## src/rtl/elelock_pkg.sv

```systemverilog
// Shared types and helpers for the multi-digit electronic lock.
package elelock_pkg;

    typedef enum logic [1:0] {
        ST_LOCKED  = 2'd0,
        ST_CHECK   = 2'd1,
        ST_OPEN    = 2'd2,
        ST_LOCKOUT = 2'd3
    } state_e;

    localparam logic [3:0] KEY_NONE = 4'hF;

    // One-hot keypad to digit; anything not exactly one-hot maps to KEY_NONE.
    function automatic logic [3:0] keyenc(input logic [9:0] k);
        logic [3:0] r;
        logic [3:0] n;
        r = KEY_NONE;
        n = 4'd0;
        for (int i = 0; i < 10; i++) begin
            if (k[i]) begin
                r = 4'(i);
                n = n + 4'd1;
            end
        end
        if (n != 4'd1) begin
            r = KEY_NONE;
        end
        return r;
    endfunction

endpackage

```

## src/rtl/elelock_multi_tenkey_press.sv

```systemverilog
// Keypad edge detector: one press per release-to-one-hot transition.
import elelock_pkg::*;

module tenkey_press (
    input  logic       clk,
    input  logic       rst_n,
    input  logic [9:0] tenkey,
    output logic       press_valid,
    output logic [3:0] press_digit
);

    logic [9:0] prev_q;
    logic       armed_q;

    // armed_q blocks a key that was already held through reset until it is released.
    always_ff @(posedge clk) begin
        if (!rst_n) begin
            prev_q  <= '0;
            armed_q <= (tenkey == 10'd0);
        end else begin
            prev_q <= tenkey;
            if (tenkey == 10'd0) begin
                armed_q <= 1'b1;
            end
        end
    end

    assign press_digit = keyenc(tenkey);
    assign press_valid = armed_q && (prev_q == 10'd0) && (press_digit != KEY_NONE);

endmodule

```

## src/rtl/elelock_multi.sv

```systemverilog
// Multi-digit code lock with failed-attempt counter, timed lockout and idle discard.
import elelock_pkg::*;

module elelock_multi #(
    parameter int                DIGITS         = 4,
    parameter logic [DIGITS*4-1:0] SECRET       = 16'h1234,
    parameter int                MAX_FAIL       = 3,
    parameter logic [15:0]       LOCKOUT_CYCLES = 16'd1000,
    parameter logic [15:0]       IDLE_TIMEOUT   = 16'd5000
) (
    input  logic       clk,
    input  logic       rst_n,
    input  logic [9:0] tenkey,
    input  logic       close,
    output logic       lock,
    output logic       alarm,
    output logic [3:0] fail_cnt,
    output logic [3:0] digit_cnt
);

    localparam int         W       = DIGITS * 4;
    localparam logic [3:0] DIGITS_C = 4'(DIGITS);
    localparam logic [3:0] MAXF_C   = 4'(MAX_FAIL);

    state_e         state_q, state_d;
    logic [W-1:0]   entry_q, entry_d, entry_shift;
    logic [3:0]     cnt_q, cnt_d;
    logic [3:0]     fail_q, fail_d, fail_inc;
    logic [15:0]    timer_q, timer_d;
    logic           press_valid;
    logic [3:0]     press_digit;

    tenkey_press u_press (
        .clk         (clk),
        .rst_n       (rst_n),
        .tenkey      (tenkey),
        .press_valid (press_valid),
        .press_digit (press_digit)
    );

    if (DIGITS > 1) begin : g_shift
        assign entry_shift = {entry_q[W-5:0], press_digit};
    end else begin : g_single
        assign entry_shift = press_digit;
    end

    always_ff @(posedge clk) begin
        if (!rst_n) begin
            state_q <= ST_LOCKED;
            entry_q <= '0;
            cnt_q   <= '0;
            fail_q  <= '0;
            timer_q <= '0;
        end else begin
            state_q <= state_d;
            entry_q <= entry_d;
            cnt_q   <= cnt_d;
            fail_q  <= fail_d;
            timer_q <= timer_d;
        end
    end

    // The single timer serves the idle timeout in LOCKED and the lockout countdown.
    always_comb begin
        state_d  = state_q;
        entry_d  = entry_q;
        cnt_d    = cnt_q;
        fail_d   = fail_q;
        timer_d  = timer_q;
        fail_inc = (fail_q < MAXF_C) ? fail_q + 4'd1 : fail_q;
        case (state_q)
            ST_LOCKED: begin
                if (close) begin
                    entry_d = '0;
                    cnt_d   = '0;
                    timer_d = '0;
                end else if (press_valid) begin
                    entry_d = entry_shift;
                    cnt_d   = cnt_q + 4'd1;
                    if (cnt_q + 4'd1 == DIGITS_C) begin
                        state_d = ST_CHECK;
                        timer_d = '0;
                    end else begin
                        timer_d = IDLE_TIMEOUT;
                    end
                end else if (cnt_q != 4'd0) begin
                    if (timer_q <= 16'd1) begin
                        entry_d = '0;
                        cnt_d   = '0;
                        timer_d = '0;
                    end else begin
                        timer_d = timer_q - 16'd1;
                    end
                end
            end
            ST_CHECK: begin
                entry_d = '0;
                cnt_d   = '0;
                if (entry_q == SECRET) begin
                    state_d = ST_OPEN;
                    fail_d  = '0;
                end else begin
                    fail_d = fail_inc;
                    if (fail_inc == MAXF_C) begin
                        state_d = ST_LOCKOUT;
                        timer_d = LOCKOUT_CYCLES;
                    end else begin
                        state_d = ST_LOCKED;
                    end
                end
            end
            ST_OPEN: begin
                if (close) begin
                    state_d = ST_LOCKED;
                end
            end
            ST_LOCKOUT: begin
                if (timer_q <= 16'd1) begin
                    state_d = ST_LOCKED;
                    fail_d  = '0;
                    timer_d = '0;
                end else begin
                    timer_d = timer_q - 16'd1;
                end
            end
            default: begin
                state_d = ST_LOCKED;
            end
        endcase
    end

    assign lock      = (state_q != ST_OPEN);
    assign alarm     = (state_q == ST_LOCKOUT);
    assign fail_cnt  = fail_q;
    assign digit_cnt = cnt_q;

endmodule

```

## config.mk

```make
export PLATFORM = sky130hd
export DESIGN_NAME = elelock_multi
export DESIGN_NICKNAME = d
export VERILOG_FILES = /design/src/rtl/elelock_pkg.sv /design/src/rtl/elelock_multi_tenkey_press.sv /design/src/rtl/elelock_multi.sv
export SDC_FILE = /design/constraint.sdc
export NUM_CORES = 1
export LEC_CHECK = 0
export CAP_MARGIN = 20
export CORE_MARGIN = 4
export CORE_UTILIZATION = 40
export CTS_CLUSTER_SIZE = 10
export DETAILED_ROUTE_END_ITERATION = 12
export SETUP_SLACK_MARGIN = 0.2
export SYNTH_ARGS = -nofsm -noshare
export SYNTH_HDL_FRONTEND = slang
export SYNTH_HIERARCHICAL = 1
export SYNTH_SLANG_ARGS = --single-unit
```

## constraint.sdc

```tcl
create_clock -name clk -period 8.9 [get_ports clk]
set_input_delay 0.89 -clock clk [delete_from_list [all_inputs] [get_ports clk]]
set_output_delay 0.89 -clock clk [all_outputs]
set_load 0.01 [all_outputs]
```

==> results of run 1 <==
-- area by class of cell --
type,instances,area share (%)
multi-input combinational,352,60.27
timing repair buffer,27,6.168
tap,111,3.323
sequential,53,25.63
clock inverter,2,0.8683
inverter,19,1.766
clock buffer,6,1.976
-- worst max path at each step --
stage / from / end
final: tenkey[0] / timer_q[13]
after detailed placement: tenkey[0] / timer_q[9]
after global routing: tenkey[0] / timer_q[13]
after CTS: tenkey[0] / timer_q[9]
after global placement: tenkey[0] / timer_q[4]
after floorplan: tenkey[0] / timer_q[5]
-- worst max-delay path: cells and delay by family --
family / cells / cell delay, ns
mux: 2 / 0.41
simple gates: 14 / 2.57
buf+inv: 4 / 0.74
xor+xnor: 1 / 0.36
compound gates: 7 / 0.97
fa+ha+maj: 8 / 2.36
-- cells in the mapped netlist, types with 3 or more instances --
cell | number | share of area [%]
a2111oi_0 | 3 | 0.70
a211oi_1 | 8 | 1.6
a21oi_1 | 20 | 2.7
a311oi_1 | 3 | 0.70
and2_1 | 11 | 1.8
and3_1 | 3 | 0.50
buf_2 | 4 | 0.53
clkbuf_1 | 15 | 1.5
dfxtp_1 | 52 | 28
ha_1 | 16 | 5.3
inv_1 | 16 | 1.6
mux2i_1 | 23 | 6.1
nand2_1 | 75 | 7.5
nand2b_1 | 6 | 1.0
nand3_1 | 13 | 1.7
nand3b_1 | 3 | 0.60
nand4_1 | 8 | 1.3
nor2_1 | 23 | 2.3
nor2b_1 | 4 | 0.67
nor3_1 | 12 | 1.6
nor3b_1 | 5 | 1.0
nor4_1 | 6 | 1.0
nor4b_1 | 4 | 0.94
o211ai_1 | 3 | 0.60
o21ai_0 | 9 | 1.2
o221a_2 | 3 | 0.90
o31ai_1 | 5 | 1.0
o32ai_1 | 3 | 0.70
o41ai_1 | 4 | 0.94
or3_1 | 5 | 0.84
or4_1 | 5 | 1.0
xnor2_1 | 9 | 2.1
xnor2_2 | 3 | 1.3
xnor3_1 | 3 | 1.8
xnor3_2 | 3 | 1.9
xor2_1 | 5 | 1.2
-- state kept, by name, indices dropped and copies added (netlist names) --
signal,count
timer_q,16
fail_cnt,4
digit_cnt,4
u_press/armed_q,1
state_q,2
entry_q,16
u_press/prev_q,10
-- where the power goes --
part | switching, mW | total, mW | internal (mW) | leakage [nW]
combinational | 0.202 | 0.362 | 0.161 | 1.12
clock | 0.0816 | 0.173 | 0.0918 | 0.0617
sequential | 0.0165 | 0.270 | 0.253 | 0.433
-- repair_timing --
item,CTS,global route
endpoints found under the setup margin,0,9
resized for setup,0,1
hold endpoints to repair,0,0
-- routing by layer --
metal  vias to the layer above  wire, um
li1                       1668         -
met1                      1548      4109
met2                        56      3905
met3                         9       289
met4                         0       102
met5                         -         0
-- cell families (layout without fill, tap and decap cells) --
| family | Yosys count | in the layout | share of synthesized area [%] |
|---|---|---|---|
| DFF | 53 | 53 | 28.59 |
| buffers and inverters | 40 | 54 | 4.509 |
| muxes | 24 | 24 | 6.446 |
| and+or+nand+nor | 200 | 200 | 29.02 |
| adders and majority gates | 16 | 16 | 5.344 |
| xor gates and xnor gates | 23 | 23 | 8.283 |
| AOI/OAI and AO/OA | 89 | 89 | 17.80 |
-- through the flow --
step	instance area [um2]	utilization (%)	worst slack, ns	std cells	total power [mW]
after floorplan	3746	-	1.535	445	0.5670
after global placement	4051	44.05	0.6227	562	0.6296
after detailed placement	4051	44.05	0.3789	562	0.6327
after CTS	4170	45.35	0.6863	570	0.8088
after global routing	4179	45.44	0.2570	570	0.8615
final	4179	45.44	0.7970	570	0.8053
==> summary.txt, run 1 <==
Run status
  – Status: completed

Clocking
  – CTS tree: yes
  – Worst-Skew Late Latency: 0.31 ns
  – Clk sinks: 53
  – Clock root cell: clkbuf_8
  – Hold-fix buffers at CTS: 0
  – CTS max path bufs: 2
  – Setup bufs post-CTS: 0
  – CTS Buf Count: 5
  – Clock-pin transition on the worst setup and hold timing paths: 0.10 ns
  – H-tree depth: 2

Power and ir drop
  – Leakage power: 1.613 nW
  – Cell Pwr Density: 192.7 nW/um2
  – Worst IR Drop VDD: 0.1064 mV

Detailed routing
  – Antenna viol nets, final: 0
  – Post-Route WL: 8407 um
  – DRC Markers: 0
  – Vias per std cell: 5.756
  – WL per Instance: 14.75 um
  – DR pass1 iterations: 5
  – Vias post-DR: 3281
  – Drt initial violations: 144

Die
  – Core Area: 9196 um2
  – # IOs: 23
  – Vert. Die Dim: 104.8 um
  – Die Width: 104.8 um
  – Initial Util: 40.73%
  – Die area: 10980 um2
  – Standard-cell rows: 35

Place
  – Hpwl dp: 6175 um
  – PortBufs: 22
  – GP Congestion: 0.8444

Yosys
  – Syn avg cell area: 8.418 um2
  – Synth cell types: 78
  – Sequential share of the synthesized area: 28.59%
  – EDFF count, synth: 1
  – Syn_nets: 474
  – Warnings from Yosys: 6
  – Ys async rst share: 0%
  – Register bit total from synthesis: 53
  – Post-Syn Area: 3746 um2
  – Ys flop type: dfxtp_1
  – Synthesized instance count: 445

Cells and area
  – Final #Nets: 487
  – Sequential cell area: 1071 um2
  – Most frequent cells in the layout: 75 x nand2_1, 52 x dfxtp_1, 23 x nor2_1, 23 x mux2i_1, 22 x clkdlybuf4s50_1
  – Share of cells above drive strength 1: 9.368%
  – Diode count: 0
  – Footprint of the multi-input gates: 2519 um2
  – Fillcell total: 924
  – Layout area overhead: 11.56%
  – Most common cell after layout, fill and taps aside: nand2_1

Global route
  – Met1 Track Usage GR: 21.36%
  – First-pass GRT wire length: 14500 um
  – Top Usage Layer GRT: met2
  – Met2 track demand over resource: 25.21%
  – Vias in the first global route: 3108
  – Overflow after GRT: 0
  – Largest net degree at the start of global routing: 44
  – GRT Util Overall: 15.41%
  – Met3 usage: 2.100%
  – Initial antenna violation count: 0

Critical path
  – Critical path arrival: 8.33 ns
  – R2R Setup Slk: 5.99 ns
  – Critical path startpoint category: input pin
  – Worst setup EP type: flip-flop
  – CP max-delay cell: clkdlybuf4s50_1
  – Req. time, crit path: 9.13 ns
  – Reg-to-reg endpoint: timer_q[11]
  – R2r worst-path depth: 5
  – Crit-path max cell delay: 0.53 ns
  – Kind of critical path: input pin to flip-flop
  – Worst-path fanout max: 11
  – Most common cell on crit path: ha_1
  – Worst r2r src: timer_q[2]

Hold path
  – Hold Path Class: flip-flop to flip-flop
  – End of the worst hold path: entry_q[12]
  – Cell count of the worst hold path: 2
  – Hold path startpoint: entry_q[12]

STA
  – Clk_skew: 0.01150 ns
  – Period minus WS final: 8.103 ns
  – Worst slew pin tran: 1.121 ns
  – Final Setup Violations: 0
  – Max-slew violation count: 0
  – Max_slew headroom: 25.28%
  – Period utilization: 91.04%
  – RSZ-0062 raised after global routing: false
  – Fmax: 0.1234 GHz
  – Hold Slack: 0.4624 ns
  – TNS Setup: 0 ns
  – Final Hold Vio Count: 0

Flow run
  – Max Cap Violations: 0
No activity file was read; power rests on OpenSTA's default activity.
==> inputs of run 2 (changes only) <==
--- a/config.mk
+++ b/config.mk
@@ -7,9 +7,10 @@
 export LEC_CHECK = 0
 export CAP_MARGIN = 20
 export CORE_MARGIN = 4
-export CORE_UTILIZATION = 40
+export CORE_UTILIZATION = 60
 export CTS_CLUSTER_SIZE = 10
 export DETAILED_ROUTE_END_ITERATION = 12
+export PLACE_DENSITY = 0.8
 export SETUP_SLACK_MARGIN = 0.2
 export SYNTH_ARGS = -nofsm -noshare
 export SYNTH_HDL_FRONTEND = slang
==> run 2 against run 1 <==
Net effect: non-clock buffer count grew 2; sequential power is essentially flat; sequential share of layout area grew 0.15 points; total power shrank 0.64%; sequential cell count is the same; clock skew shrank 0.0069 ns; combinational power grew 3%; hold slack lost 0.0045 ns.
==> summary.txt, run 2 (same netlist as run 1, synthesis figures left out) <==
Run status
  – Status: completed (unchanged)

Global route
  – Largest net degree at the start of global routing: 44 (unchanged)
  – Overflow after GRT: 0 (unchanged)
  – First-pass GRT wire length: 14370 um (was 14500 um)
  – GRT Util Overall: 23.31% (was 15.41%)
  – Initial antenna violation count: 0 (unchanged)
  – Vias in the first global route: 3058 (was 3108)

Critical path
  – CP delay by family, top: simple AND/OR/NAND/NOR gates (unchanged)
  – CP max-delay cell: clkdlybuf4s50_1 (unchanged)
  – Worst-path fanout max: 10 (was 11)
  – Kind of critical path: input pin to flip-flop (unchanged)
  – Critical path arrival: 8.42 ns (was 8.33 ns)
  – Critical path startpoint category: input pin (unchanged)
  – Req. time, crit path: 9.11 ns (was 9.13 ns)
  – Most common cell on crit path: ha_1 (unchanged)
  – Buf/Inv on CP: 5 (was 4)
  – Crit-path max cell delay: 0.52 ns (was 0.53 ns)
  – Worst setup EP type: flip-flop (unchanged)
  – R2R Setup Slk: 5.98 ns (was 5.99 ns)

STA
  – Max_slew headroom: 48.02% (was 25.28%)
  – Max-slew violation count: 0 (unchanged)
  – RSZ-0062 raised after global routing: false (unchanged)
  – Fmax: 0.1218 GHz (was 0.1234 GHz)
  – Period utilization: 92.25% (was 91.04%)
  – Period minus WS final: 8.210 ns (was 8.103 ns)
  – TNS Setup: 0 ns (unchanged)
  – Final Hold Vio Count: 0 (unchanged)
  – Clk_skew: 0.004625 ns (was 0.01150 ns)
  – Worst slew pin tran: 0.7600 ns (was 1.121 ns)
  – Final Setup Violations: 0 (unchanged)

Clocking
  – H-tree depth: 2 (unchanged)
  – Worst-Skew Late Latency: 0.30 ns (was 0.31 ns)
  – Setup bufs post-CTS: 0 (unchanged)
  – CTS max path bufs: 2 (unchanged)
  – Post-CTS sizing: 0 (unchanged)
  – Clock-pin transition on the worst setup and hold timing paths: 0.09 ns (was 0.10 ns)
  – CTS Buf Count: 5 (unchanged)
  – Clock root cell: clkbuf_8 (unchanged)
  – CTS tree: yes (unchanged)
  – Clk sinks: 53 (unchanged)
  – Hold-fix buffers at CTS: 0 (unchanged)

Detailed routing
  – Vias post-DR: 3374 (was 3281)
  – WL per Instance: 16.03 um (was 14.75 um)
  – Vias per std cell: 6.295 (was 5.756)
  – Drt initial violations: 430 (was 144)
  – DRC Markers: 0 (unchanged)
  – DR pass1 iterations: 5 (unchanged)
  – Antenna viol nets, final: 0 (unchanged)
  – Post-Route WL: 8592 um (was 8407 um)

Die
  – # IOs: 23 (unchanged)
  – Vert. Die Dim: 87.02 um (was 104.8 um)
  – Core Area: 5991 um2 (was 9196 um2)
  – Die Width: 87.02 um (was 104.8 um)
  – Standard-cell rows: 28 (was 35)
  – Initial Util: 62.53% (was 40.73%)
  – Die area: 7572 um2 (was 10980 um2)

Place
  – PortBufs: 22 (unchanged)
  – Placed insts: 527 (was 562)
  – Hpwl dp: 6336 um (was 6175 um)
  – GP Congestion: 0.9228 (was 0.8444)

Hold path
  – Hold Path Class: flip-flop to flip-flop (unchanged)

Cells and area
  – Most common cell after layout, fill and taps aside: nand2_1 (unchanged)
  – Finished Layout Cells: 536 (was 570)
  – Final #Nets: 489 (was 487)
  – Diode count: 0 (unchanged)
  – Regs by FF count: entry_q (16), timer_q (16), u_press/prev_q (10) (unchanged)
  – Layout area overhead: 10.89% (was 11.56%)
  – Share of cells above drive strength 1: 9.761% (was 9.368%)
  – Most frequent cells in the layout: 75 x nand2_1, 52 x dfxtp_1, 23 x nor2_1, 23 x mux2i_1, 22 x clkdlybuf4s50_1 (unchanged)

Power and ir drop
  – Cell Pwr Density: 192.6 nW/um2 (was 192.7 nW/um2)
  – Worst IR Drop VDD: 0.1109 mV (was 0.1064 mV)
  – Leakage power: 1.622 nW (was 1.613 nW)

Flow run
  – Max Cap Violations: 0 (unchanged)
==> run 2: final cells by class <==
cell class | instances | area [um2]
flip-flops and latches | 53 | 1071
clock inverters | 2 | 35.03
clock buffers | 6 | 72.57
well taps | 75 | 93.84
fillers | 490 | 1837
repair buffers | 29 | 272.8
inverters | 19 | 73.82
multi-input cells | 352 | 2535
==> run 2: worst paths after layout <==
| check | start | endpoint | depth (start not counted) |
|---|---|---|---|
| worst min register to register | entry_q[12] | entry_q[12] | 2 |
| worst max-delay path | tenkey[0] | timer_q[13] | 36 |
| worst min-delay path | entry_q[12] | entry_q[12] | 2 |
| worst max register to register | timer_q[2] | timer_q[11] | 5 |
==> run 2: power by group <==
group          switching, mW  leakage [nW]  internal, mW  total (mW)
logic                  0.209          1.13         0.163       0.372
clock network         0.0754        0.0552        0.0836       0.159
registers             0.0164         0.433         0.253       0.270
==> run 2: stage by stage <==
step           area (um2)  utilization (%)  hold slack [ns]  power [mW]  setup WS [ns]
4_1_cts              4121            68.80           0.4609      0.7917         0.6055
2_1_floorplan        3746                -           0.4296      0.5670          1.535
3_3_place_gp         4014            67.00           0.4441      0.6233         0.7132
5_1_grt              4154            69.34           0.4765      0.8478         0.2098
3_5_place_dp         4014            67.00           0.4477      0.6339         0.3348
6_report             4154            69.34           0.4579      0.8002         0.6900
==> run 2: tightest hold or removal path: cells and delay by family, from the launching register on <==
kind / cells / cell delay, ns
AND/OR/NAND/NOR: 1 / 0.05
flip-flops: 1 / 0.32
multiplexers: 1 / 0.05
==> run 2: metal layers <==
| metal | up-vias | part of all wire, % | GRT usage (%) |
|---|---|---|---|
| li1 | 1665 | - | - |
| met1 | 1585 | 47 | 34.83 |
| met2 | 114 | 46 | 35.13 |
| met3 | 10 | 6.3 | 3.974 |
| met4 | 0 | 0.85 | 4.816 |
| met5 | - | 0 | 0 |
